`src/rtl/relm_uart_tx_io.sv`:
```
// UART transmitter on the PE PUSH/POP interface: pushed bytes are queued in a
// small FIFO and sent 8N1 on txd; POP returns status and supports a drain request.
module relm_uart_tx_io #(
    parameter int WD   = 32,
    parameter int WAD  = 4,
    parameter int WDIV = 16,
    parameter int DIV  = 433
) (
    input  logic          clk,
    input  logic          rst,
    input  logic [WD:0]   push_d,
    output logic          push_retry,
    input  logic [WD:0]   pop_d,
    output logic [WD:0]   pop_q,
    output logic          txd
);

    localparam int DEPTH = 1 << WAD;

    typedef enum logic [1:0] {IDLE, START, DATA, STOP} state_t;

    state_t          state, state_nx;
    logic [7:0]      mem [DEPTH];
    logic [WAD-1:0]  ra, wa;
    logic [WAD:0]    count;
    logic            full;
    logic [WDIV-1:0] div, div_l, per;
    logic [2:0]      bit_cnt;
    logic [7:0]      shift;
    logic            per_done, load, busy;
    logic            push_ok, push_byte, div_wr;
    logic [WD-1:0]   status;
    logic            unused_bits;

    // count never exceeds DEPTH, so its top bit alone marks full
    assign full       = count[WAD];
    assign push_retry = full;

    assign push_ok   = push_d[WD] & ~full;
    assign push_byte = push_ok & ~push_d[WD-1];
    assign div_wr    = push_ok & push_d[WD-1];
    assign per_done  = (per == div_l);

    always_comb begin
        state_nx = state;
        load     = 1'b0;
        case (state)
            IDLE: begin
                if (count != '0) begin
                    load     = 1'b1;
                    state_nx = START;
                end
            end
            START: if (per_done) state_nx = DATA;
            DATA:  if (per_done && bit_cnt == 3'd7) state_nx = STOP;
            STOP: begin
                // chain straight into the next frame when more bytes are waiting
                if (per_done) begin
                    if (count != '0) begin
                        load     = 1'b1;
                        state_nx = START;
                    end else begin
                        state_nx = IDLE;
                    end
                end
            end
            default: state_nx = IDLE;
        endcase
    end

    always_ff @(posedge clk or posedge rst) begin
        if (rst) begin
            state   <= IDLE;
            ra      <= '0;
            wa      <= '0;
            count   <= '0;
            div     <= WDIV'(DIV);
            div_l   <= WDIV'(DIV);
            per     <= '0;
            bit_cnt <= '0;
            shift   <= '0;
        end else begin
            state <= state_nx;
            if (div_wr) div <= push_d[WDIV-1:0];
            if (push_byte) wa <= wa + 1'b1;
            case ({push_byte, load})
                2'b10:   count <= count + 1'b1;
                2'b01:   count <= count - 1'b1;
                default: count <= count;
            endcase
            if (load) begin
                shift   <= mem[ra];
                div_l   <= div;
                ra      <= ra + 1'b1;
                per     <= '0;
                bit_cnt <= '0;
            end else if (state != IDLE) begin
                if (per_done) begin
                    per <= '0;
                    if (state == DATA) begin
                        shift   <= {1'b0, shift[7:1]};
                        bit_cnt <= bit_cnt + 1'b1;
                    end
                end else begin
                    per <= per + 1'b1;
                end
            end
        end
    end

    always_ff @(posedge clk) begin
        if (push_byte) mem[wa] <= push_d[7:0];
    end

    always_comb begin
        case (state)
            START:   txd = 1'b0;
            DATA:    txd = shift[0];
            default: txd = 1'b1;
        endcase
    end

    assign busy = (count != '0) | (state != IDLE);

    always_comb begin
        status          = '0;
        status[WD-1]    = full;
        status[WAD+1:1] = count;
        status[0]       = busy;
    end

    // a drain request is retried for as long as anything is queued or on the wire
    assign pop_q = {pop_d[WD] & pop_d[0] & busy, status};

    assign unused_bits = ^{push_d, pop_d};

endmodule

```
`config.mk`:
```
export PLATFORM = sky130hd
export DESIGN_NAME = relm_uart_tx_io
export DESIGN_NICKNAME = d
export VERILOG_FILES = /design/src/rtl/relm_uart_tx_io.sv
export SDC_FILE = /design/constraint.sdc
export NUM_CORES = 1
export LEC_CHECK = 0
export CAP_MARGIN = 25
export CORE_ASPECT_RATIO = 0.5
export CORE_MARGIN = 1
export CORE_UTILIZATION = 50
export CTS_CLUSTER_DIAMETER = 40
export DETAILED_ROUTE_END_ITERATION = 10
export PLACE_DENSITY = 0.72
export SYNTH_ARGS = -nofsm -noshare
export SYNTH_HDL_FRONTEND = slang
export SYNTH_SLANG_ARGS = --single-unit
```
`constraint.sdc`:
```
create_clock -name clk -period 6.8 [get_ports clk]
set_clock_uncertainty 0.1 [all_clocks]
set_input_delay 1.02 -clock clk [delete_from_list [all_inputs] [get_ports clk]]
set_output_delay 1.02 -clock clk [all_outputs]
set_load 0.05 [all_outputs]
```
==> impl_metrics.csv <==
group,metric,value,unit
final_layout,nets,685,
synthesis,ys_seq_area_frac,0.641,
die,start_util,0.512,
synthesis,syn_area,8910,um^2
global_routing,overflow,0,
drt,post-route-drc-count,0,
drt,final_antenna_net_count,0,
pwr,power_density,411,nW/um^2
timing,fmax,0.247,GHz
hold_path,worstHoldPathType,"flip-flop to flip-flop",
timing,fin_setup_tns,0,ps
clock_network,clkLatencyLatePin,500,ps
timing,finalCritPeriodShare,0.596,
clock_network,ctsResizeCount,0,
placed_design,routabilityCongestion,0.807,
timing,rsz0062_at_grt,"false",
drt,drtIter0Drc,293,
timing,hold_viol,0,
global_routing,grt_pass1_vias,4643,
worst_setup_path,path_class,"flip-flop to primary output",
timing,setup-violations-final,0,
timing,finalWorstSetupSlack,2740,ps
run,maxCapViolations,0,
synthesis,avgSynthCellArea,15.7,um^2
clock_network,hold_buffers,0,
global_routing,grt_antenna_before_repair,0,
timing,worstMarginPinSlew,929,ps
clock_network,root_buffer,"clkbuf_16",
die,die_h,96.4,um
worst_setup_path,required,5680,ps
global_routing,grt_use_total,0.181,
pwr,p_leak,3.57,nW
synthesis,ys_warn_count,0,
synthesis,synthArstFlopShare,0.366,
drt,finalWirelength,16000,um
run_status,status,"completed",
synthesis,synth_cell_types,49,
pwr,peakVddDrop,0.243,mV
worst_setup_path,end_kind,"primary output",
drt,dr.pass1.iters,4,
die,die_x,191,um
timing,fin_crit,4060,ps
final_layout,antenna_cells,0,
die,coreArea,17400,um^2
drt,vias_per_cell,5.50,
placed_design,pre_cts_ws,2380,ps
drt,wl_per_cell,18.9,um
worst_setup_path,arrival,2940,ps
die,ios,103,
die,rows,34,
synthesis,ys.flop_type,"edfxtp_1",
clock_network,clk_pin_slew,60,ps
final_layout,areaGrowthSynthToFinish,11.3,%
clock_network,clock-sinks,202,
clock_network,cts_buffer_depth,3,
synthesis,synth_edf_count,128,
clock_network,post_cts_buffers,0,
worst_setup_path,crit_fanout,5,
drt,vias,4653,
clock_network,numCtsBuffers,20,
synthesis,ys_ff_latch,202,
timing,relSlewSlack,0.378,
synthesis,synthCells,569,
clock_network,h-tree-depth,1,
final_layout,drive_gt1_frac,0.176,
timing,slew_viol_final,0,
placed_design,dpl.hpwl,10200,um
global_routing,grt_max_degree,75,
die,die_area,18400,um^2
worst_setup_path,start_kind,"flip-flop",
placed_design,port_buffers,31,
global_routing,grt_pass1_wl,25200,um
clock_network,cts_tree,"built",
==> where the power goes <==
| part | total [W] | leakage [nW] | internal (W) | switching (W) |
|---|---|---|---|---|
| combinational | 0.00137 | 1.24 | 0.000624 | 0.000742 |
| sequential | 0.00170 | 2.05 | 0.00154 | 0.000164 |
| clock | 0.00101 | 0.283 | 0.000557 | 0.000451 |
| total | 0.00408 | 3.57 | 0.00272 | 0.00136 |
==> per-stage QoR <==
step	area (um^2)	instances	total power [W]	util	hold slack (ps)
3_5_place_dp	9290	811	0.00310	0.534	376
6_report	9910	846	0.00408	0.570	389
2_1_floorplan	9000	593	0.00280	-	359
4_1_cts	9880	845	0.00411	0.568	392
5_1_grt	9910	846	0.00430	0.570	412
3_3_place_gp	9290	811	0.00305	0.534	371
==> layout make-up <==
| cell class | count | area [um^2] |
|---|---|---|
| repair buffers | 37 | 375 |
| clock inverters | 9 | 65.1 |
| fillers | 1338 | 7490 |
| flip-flops and latches | 202 | 5710 |
| multi-input cells | 331 | 2910 |
| well taps | 234 | 293 |
| clock buffers | 25 | 529 |
| inverters | 8 | 30.0 |
==> synth_stat cells (10+ instances only) <==
library cell  number  area share
nor2_1            24       0.010
mux4_2            33       0.083
and2_1            17       0.012
edfxtp_1         128        0.43
dfrtp_1           64        0.18
buf_4             30       0.025
xnor2_1           24       0.024
nand2_1           24       0.010
dfstp_2           10       0.029
ha_1              17       0.024
mux2_1            16       0.020
mux2_2            25       0.032
o21ai_0           33       0.019
mux2i_1           23       0.026
clkbuf_1          11      0.0046
==> routing by layer <==
metal / GRT usage / up-vias / part of all wire
li1: - / 2143 / -
met1: 0.253 / 2383 / 0.47
met2: 0.300 / 110 / 0.47
met3: 0.0311 / 17 / 0.047
met4: 0.0447 / 0 / 0.013
met5: 0 / - / 0
==> placed cells by master (no fill, tap or decap), drive strengths merged, types with 3 or more instances in the layout <==
| master | Yosys | layout |
|---|---|---|
| nand4 | 9 | 9 |
| and2 | 17 | 17 |
| conb | 1 | 25 |
| nor3 | 3 | 3 |
| a31oi | 4 | 4 |
| nand3 | 7 | 7 |
| nand2 | 24 | 24 |
| and3 | 6 | 6 |
| a21oi | 9 | 9 |
| o21ai | 33 | 33 |
| dfstp | 10 | 10 |
| mux2 | 41 | 41 |
| clkdlybuf4s50 | 0 | 31 |
| ha | 17 | 17 |
| mux2i | 23 | 23 |
| clkbuf | 11 | 25 |
| buf | 41 | 6 |
| inv | 8 | 9 |
| nor2 | 24 | 24 |
| mux4 | 33 | 33 |
| xnor2 | 24 | 24 |
| clkinv | 0 | 6 |
| xor2 | 8 | 8 |
| dfrtp | 64 | 64 |
| edfxtp | 128 | 128 |
==> worst paths after layout <==
check	from	end	slack, ps	cells past startpoint
max	count[0]	pop_q[32]	2740	5
min	div[10]	div_l[10]	390	1
max reg2reg	div_l[7]	count[4]	3350	14
min in group asynchronous	rst	per[7]	750	3
max in group asynchronous	rst	div[0]	5250	4
min reg2reg	div[10]	div_l[10]	390	1
==> sequential cells by signal, summed over array words and instances (netlist names) <==
| name | cells |
|---|---|
| wa | 4 |
| mem | 128 |
| div | 16 |
| count | 5 |
| shift | 8 |
| div_l | 16 |
| ra | 4 |
| state | 2 |
| per | 16 |
| bit_cnt | 3 |
==> critical path, stage by stage, from the launching register on <==
cell and delay [ps]:
dfrtp_1 440, or4_1 550, nor2_1 330, nand2_1 180
and3_1 240, clkdlybuf4s50_1 710
==> cell families after synthesis <==
group           after synthesis  synth area share
xor+xnor                     32            0.0315
other cells                   1          0.000421
fa+ha+maj                    17            0.0239
mux                          97             0.161
compound gates               58            0.0395
flops                       202             0.641
simple gates                102            0.0603
buf+inv                      60            0.0426
(Power assumes the default switching activity.)
